$ cat config.mk
export PLATFORM = sky130hd
export DESIGN_NAME = enigma_msg_driver
export DESIGN_NICKNAME = d
export VERILOG_FILES = /design/src/rtl/enigma_pkg.sv /design/src/rtl/enigma_byte_fifo.sv /design/src/rtl/enigma_msg_driver.sv
export SDC_FILE = /design/constraint.sdc
export NUM_CORES = 1
export LEC_CHECK = 0
export ABC_AREA = 1
export BUFFER_PORTS_ARGS = -buffer_cell sky130_fd_sc_hd__clkbuf_2
export CORE_UTILIZATION = 60
export DETAILED_ROUTE_END_ITERATION = 16
export PLACE_DENSITY = 0.84
export SLEW_MARGIN = 5
export SYNTH_ARGS = -nofsm -noshare
export SYNTH_HDL_FRONTEND = slang
export SYNTH_HIERARCHICAL = 1
export SYNTH_SLANG_ARGS = --single-unit
$ cat constraint.sdc
create_clock -name clk -period 3.3 [get_ports clk]
set_clock_uncertainty 0.2 [all_clocks]
set_input_delay 0 -clock clk [delete_from_list [all_inputs] [get_ports clk]]
set_output_delay 0 -clock clk [all_outputs]
set_load 0.01 [all_outputs]
$ cat src/rtl/enigma_pkg.sv
// Shared constants, driver FSM state type and ASCII letter helpers for the Enigma message driver.
// ENIGMA_PASSTHRU_EN adds the PASS state used to forward non-letters unchanged.
package enigma_pkg;

    localparam logic [7:0] ASCII_UPPER_A = 8'h41;
    localparam logic [7:0] ASCII_LOWER_A = 8'h61;
    localparam int unsigned ALPHA_LEN = 26;

`ifdef ENIGMA_PASSTHRU_EN
    typedef enum logic [2:0] {StIdle, StIssue, StWait, StStep, StPass} drv_state_e;
`else
    typedef enum logic [1:0] {StIdle, StIssue, StWait, StStep} drv_state_e;
`endif

    function automatic logic is_upper(input logic [7:0] b);
        return (b >= ASCII_UPPER_A) && (b < ASCII_UPPER_A + 8'(ALPHA_LEN));
    endfunction

    function automatic logic is_lower(input logic [7:0] b);
        return (b >= ASCII_LOWER_A) && (b < ASCII_LOWER_A + 8'(ALPHA_LEN));
    endfunction

    function automatic logic is_letter(input logic [7:0] b);
        return is_upper(b) || is_lower(b);
    endfunction

    // Case-folds a letter to its rotor index 0-25.
    function automatic logic [4:0] to_index(input logic [7:0] b);
        return 5'(is_upper(b) ? b - ASCII_UPPER_A : b - ASCII_LOWER_A);
    endfunction

endpackage

$ cat src/rtl/enigma_byte_fifo.sv
// Synchronous byte FIFO with occupancy count. Caller must not push when full;
// pops on an empty FIFO are ignored.
module enigma_byte_fifo #(
    parameter int unsigned DEPTH = 4
) (
    input  logic                   clk,
    input  logic                   reset_n,
    input  logic                   push,
    input  logic [7:0]             push_data,
    input  logic                   pop,
    output logic [7:0]             head,
    output logic [$clog2(DEPTH):0] count,
    output logic                   full,
    output logic                   empty
);

    localparam int unsigned AW = $clog2(DEPTH);
    localparam logic [AW:0] DEPTH_CNT = (AW + 1)'(DEPTH);

    logic [7:0]    mem [DEPTH];
    logic [AW-1:0] wr_ptr;
    logic [AW-1:0] rd_ptr;
    logic          do_pop;

    assign full   = (count == DEPTH_CNT);
    assign empty  = (count == '0);
    assign do_pop = pop && !empty;
    assign head   = mem[rd_ptr];

    always_ff @(posedge clk) begin
        if (push) begin
            mem[wr_ptr] <= push_data;
        end
    end

    always_ff @(posedge clk) begin
        if (!reset_n) begin
            wr_ptr <= '0;
            rd_ptr <= '0;
            count  <= '0;
        end else begin
            if (push) begin
                wr_ptr <= wr_ptr + 1'b1;
            end
            if (do_pop) begin
                rd_ptr <= rd_ptr + 1'b1;
            end
            case ({push, do_pop})
                2'b10:   count <= count + 1'b1;
                2'b01:   count <= count - 1'b1;
                default: ;
            endcase
        end
    end

endmodule

$ cat src/rtl/enigma_msg_driver.sv
// Host-to-cipher-core message driver: folds letters to rotor indices, runs the core handshake,
// steps the rotors and queues uppercase ciphertext. ENIGMA_PASSTHRU_EN forwards non-letters.
module enigma_msg_driver #(
    parameter int unsigned DEPTH   = 4,
    parameter int unsigned TIMEOUT = 64
) (
    input  logic        clk,
    input  logic        reset_n,
    input  logic        in_valid,
    input  logic [7:0]  in_data,
    output logic        in_ready,
    output logic        core_valid,
    output logic [7:0]  core_din,
    input  logic        core_done,
    input  logic [7:0]  core_dout,
    output logic        core_en,
    output logic        out_valid,
    output logic [7:0]  out_data,
    input  logic        out_ready,
    output logic [15:0] char_count,
    output logic        err
);

    import enigma_pkg::*;

    localparam int unsigned CW = $clog2(DEPTH) + 1;
    localparam int unsigned TW = $clog2(TIMEOUT) + 1;
    localparam logic [CW-1:0] FIFO_DEPTH = CW'(DEPTH);
    localparam logic [TW-1:0] TIMER_LAST = TW'(TIMEOUT - 1);
    localparam logic [7:0]    ALPHA_MAX  = 8'(ALPHA_LEN - 1);

    drv_state_e    state;
    logic [TW-1:0] timer;
    logic [4:0]    result;
    logic [CW-1:0] fifo_count;
    logic          fifo_full;
    logic          fifo_empty;
    logic [7:0]    fifo_head;
    logic          push;
    logic [7:0]    push_data;
    logic          accept;

    assign in_ready  = reset_n && (state == StIdle) && (fifo_count < FIFO_DEPTH);
    assign accept    = in_valid && in_ready;
    assign out_valid = !fifo_empty;
    assign out_data  = fifo_empty ? 8'h00 : fifo_head;

`ifdef ENIGMA_PASSTHRU_EN
    logic [7:0] pass_byte;
    assign push      = ((state == StStep) || (state == StPass)) && !fifo_full;
    assign push_data = (state == StPass) ? pass_byte : ASCII_UPPER_A + {3'b000, result};
`else
    assign push      = (state == StStep) && !fifo_full;
    assign push_data = ASCII_UPPER_A + {3'b000, result};
`endif

    always_ff @(posedge clk) begin
        if (!reset_n) begin
            state      <= StIdle;
            core_valid <= 1'b0;
            core_din   <= 8'h00;
            core_en    <= 1'b0;
            char_count <= 16'h0000;
            err        <= 1'b0;
            timer      <= '0;
            result     <= '0;
`ifdef ENIGMA_PASSTHRU_EN
            pass_byte  <= 8'h00;
`endif
        end else begin
            core_valid <= 1'b0;
            core_en    <= 1'b0;
            case (state)
                StIdle: begin
                    if (accept) begin
                        if (is_letter(in_data)) begin
                            core_valid <= 1'b1;
                            core_din   <= {3'b000, to_index(in_data)};
                            state      <= StIssue;
                        end else begin
`ifdef ENIGMA_PASSTHRU_EN
                            pass_byte <= in_data;
                            state     <= StPass;
`endif
                        end
                    end
                end
                StIssue: begin
                    timer <= '0;
                    state <= StWait;
                end
                StWait: begin
                    // A done on the final budgeted cycle still wins over the timeout.
                    if (core_done) begin
                        if (core_dout <= ALPHA_MAX) begin
                            result  <= core_dout[4:0];
                            core_en <= 1'b1;
                            state   <= StStep;
                        end else begin
                            err   <= 1'b1;
                            state <= StIdle;
                        end
                    end else if (timer == TIMER_LAST) begin
                        err   <= 1'b1;
                        state <= StIdle;
                    end else begin
                        timer <= timer + 1'b1;
                    end
                end
                StStep: begin
                    char_count <= char_count + 16'd1;
                    state      <= StIdle;
                end
`ifdef ENIGMA_PASSTHRU_EN
                StPass: begin
                    state <= StIdle;
                end
`endif
                default: state <= StIdle;
            endcase
        end
    end

    enigma_byte_fifo #(
        .DEPTH(DEPTH)
    ) u_fifo (
        .clk      (clk),
        .reset_n  (reset_n),
        .push     (push),
        .push_data(push_data),
        .pop      (out_ready),
        .head     (fifo_head),
        .count    (fifo_count),
        .full     (fifo_full),
        .empty    (fifo_empty)
    );

endmodule

==> results.md <==
- Fill count: roughly 430
- PwrDens: ~440 nW/um^2
- Port Buffer Count: between 50 and 60
- Initial antenna violation count: 0
- Seq/Total Area, Yosys: ~50%
- Synth unique cells: 36
- CTS H-tree lvls: 3
- Hold WC Path Type: reg2reg
- Combinational power share: 13.9%
- HP Start: timer[6]$_SDFFE_PN0P_
- Gpl congestion: around 0.85
- Sw frac: around a quarter
- Total Routing Usage GR: 25.61%
- Dpl ws: roughly 1.0 ns
- Final period utilization: 73.94%
- Adder-cell area share of the yosys netlist: 4.187%
- Max cap viols: 0
- Total CTS buffers: 9
- Area leader, netlist: edfxtp_1
- Avg WL per Cell: approximately 12 um
- NetSw: 0.5253 mW
- Synth Area in Compound Gates: a little over 10%
- Reg-to-Reg End: u_fifo/count[2]$_SDFFE_PN0P_
- CTS root buf: clkbuf_8
- Vias per std cell: about 5.2
- CTS tree: built
- Post-DP HPWL: 5.259 mm
- Crit-path max FO: 9
- Worst hold endpoint: timer[6]$_SDFFE_PN0P_
- Clock tree buffer depth: 2
- Area contributors post-synth: edfxtp_1 26%, dfxtp_1 25%, nand2_1 7.7%
- Fin crit period: 2.440 ns
- Vias in the first global route: between 2000 and 3000
- Via count: approximately 3200
- DR DRC count: 0
- Mapped Cells: 450
- Routed Antenna Nets: 0
- Post-Syn Area: roughly 3800 um^2
- Cell row count: 28
- First-pass GRT wire length: about 13 mm
- Seq. cell area: approximately 1900 um^2
- Max IR drop VDD: between 0.3 and 0.4 mV
- Starting Density: between 60 and 70%
- Largest net degree at the start of global routing: 24
- Fmax: 409.8 MHz
- Clock Power Share: between 30% and 40%
- Worst-path clk slew: around 0.08 ns
- Simple-gate area share of the yosys netlist: a little under a quarter
- Die width: a little over 80 um
- Top cells by count, synth: 77 x nand2_1, 69 x inv_1, 61 x nor2_1, 47 x dfxtp_1, 32 x edfxtp_1
- Core box area: roughly 6000 um^2
- Clock sink count: 79
- Int Pwr: 1.481 mW
- Total grt overflow: 0
- Post-synthesis sequential element count: 79
- Ys async rst share: 0%
- Worst setup SP type: input port
- Layout Nets: 570
- Outcome: completed
- Die Ht: between 80 and 90 um
- Critical path type: in2reg
- Initial DRC count: between 200 and 250
- Layout area overhead: 20.07%
- Pleak: about 2 nW
- Syn Area/Cell: between 8 and 9 um^2
- Unrepaired setup endpoints after global routing: false
- TNS Setup: 0 ns
- N_diodes: 0
- Slew @ Worst Pin: 0.7732 ns
- Final Slew Violations: 0
- Post-Synth XOR/XNOR Area: between 2 and 2.5%
- Area occupied by multi-input gates: 1565 um^2
- Worst EP required: between 3 and 4 ns
- Hold Fails Final Rpt: 0
- Yosys warns: 6
- Worst skew pair latency: roughly 0.34 ns
- Final Worst Setup Slack: around 0.86 ns
- Register share of total power: a little over half
- FF-to-FF Start: u_fifo/count[2]$_SDFFE_PN0P_
- Setup violations, final: 0
- First drt pass iteration count: 4
- Worst reg2reg path depth: 11
- I/O Pins: 58
- Yosys top cell area share: approximately 26%
- CP arrival: approximately 2.5 ns
- Most numerous cell in the Yosys netlist: nand2_1
- Largest family of logic cells by synthesized area: simple AND/OR/NAND/NOR gates
- R2r setup slk: 1.00 ns
- Post-synthesis mux area share: 0%
- Critical Path Sink Type: flip-flop
- Number of synthesized flops with an enable pin: 32
- Rel. slew slack: between 40% and 50%
- Top_reg_cell synth: dfxtp_1
- Final core utilization: about three quarters
- Final wirelength: slightly below 8 mm
- Die footprint: roughly 6600 um^2
- Layout cells sized above 1: between 10% and 20%
- Hold depth: 2
## power groups by stage
stage | clock network [mW] | logic [mW] | registers, mW
final | 0.673 | 0.279 | 1.05
after floorplan | 0 | 0.192 | 1.06
after detailed placement | 0 | 0.258 | 1.07
after global routing | 0.728 | 0.314 | 1.06
after global placement | 0 | 0.247 | 1.07
after CTS | 0.684 | 0.276 | 1.05
## cell type report
class                   count  share of cell area [%]
well taps                  75                   2.076
repair buffers             76                   10.96
inverters                  72                   5.978
clock buffers              13                   3.958
flip-flops and latches     79                   42.07
multi-input cells         299                   34.62
clock inverters             3                  0.3321
## kinds of logic (layout without fill, tap and decap cells)
family,count (synthesis),in the layout
compound gates,71,71
xor+xnor,9,9
fa+ha+maj,12,12
buf+inv,81,164
flops,79,79
other cells,2,11
simple gates,196,196
## sequential cells by signal (all words and copies together) (netlist names), named ones only
register       count
char_count        16
core_din           5
core_en            1
core_valid         1
err                1
result             5
state              2
timer              7
u_fifo/count       3
u_fifo/mem        32
u_fifo/rd_ptr      2
u_fifo/wr_ptr      2
## through the flow
stage	hold slack (ns)	std cells	total power [mW]	area, um^2
after floorplan	-0.08360	459	1.257	3799
after global placement	0.06734	578	1.319	4096
after detailed placement	0.07132	578	1.332	4096
after CTS	0.2512	617	2.012	4521
after global routing	0.2780	617	2.098	4521
final	0.2523	617	2.006	4521
## cells in the final DEF (no fill, tap or decap), drive strengths merged
cell,instances
clkbuf,66
a211oi,1
nand4,9
nand3b,1
nor3b,1
nand2,81
dfxtp,47
xnor2,2
xor2,7
dlygate4sd3,23
a21oi,30
fa,1
a31oi,1
nor2,71
and3,1
ha,11
o21ai,30
nand3,23
conb,11
o211ai,1
clkinv,3
o22ai,8
edfxtp,32
nor3,9
inv,72
## worst max-delay path, cell delays in order
cell	delay [ns]
dlygate4sd3_1	0.53
clkbuf_2	0.11
nand2_1	0.05
nor3_1	0.12
dlygate4sd3_1	0.61
nand3_2	0.19
inv_2	0.15
nand2_1	0.07
a21oi_1	0.14
dlygate4sd3_1	0.57
## how the worst max path moves through the flow
stage                                   end  slack, ns  cells after the start                    startpoint
3_3_place_gp   u_fifo/count[2]$_SDFFE_PN0P_       1.12                     13  u_fifo/count[2]$_SDFFE_PN0P_
3_5_place_dp   u_fifo/count[2]$_SDFFE_PN0P_       1.04                     11  u_fifo/count[2]$_SDFFE_PN0P_
6_report             result[2]$_SDFFE_PN0P_       0.86                     10                     core_done
2_1_floorplan  u_fifo/count[1]$_SDFFE_PN0P_       1.30                      7         state[0]$_SDFFE_PN0P_
4_1_cts              result[0]$_SDFFE_PN0P_       0.90                      9                     core_done
5_1_grt              result[4]$_SDFFE_PN0P_       0.65                      9                     core_done
## timing repair
item                                   in CTS  in global routing
buffers inserted                            0                  0
gates resized for setup                     0                  0
hold buffers                               23                  0
endpoints found under the hold margin      26                  0
## per-layer routing
metal	up-vias	GRT usage [%]	share of wire [%]
met1	1480	30.91	44
met2	108	42.86	48
li1	1618	-	-
met3	19	6.180	6.1
met4	0	12.14	2.3
met5	-	0	0
No activity file was read; power rests on OpenSTA's default activity.
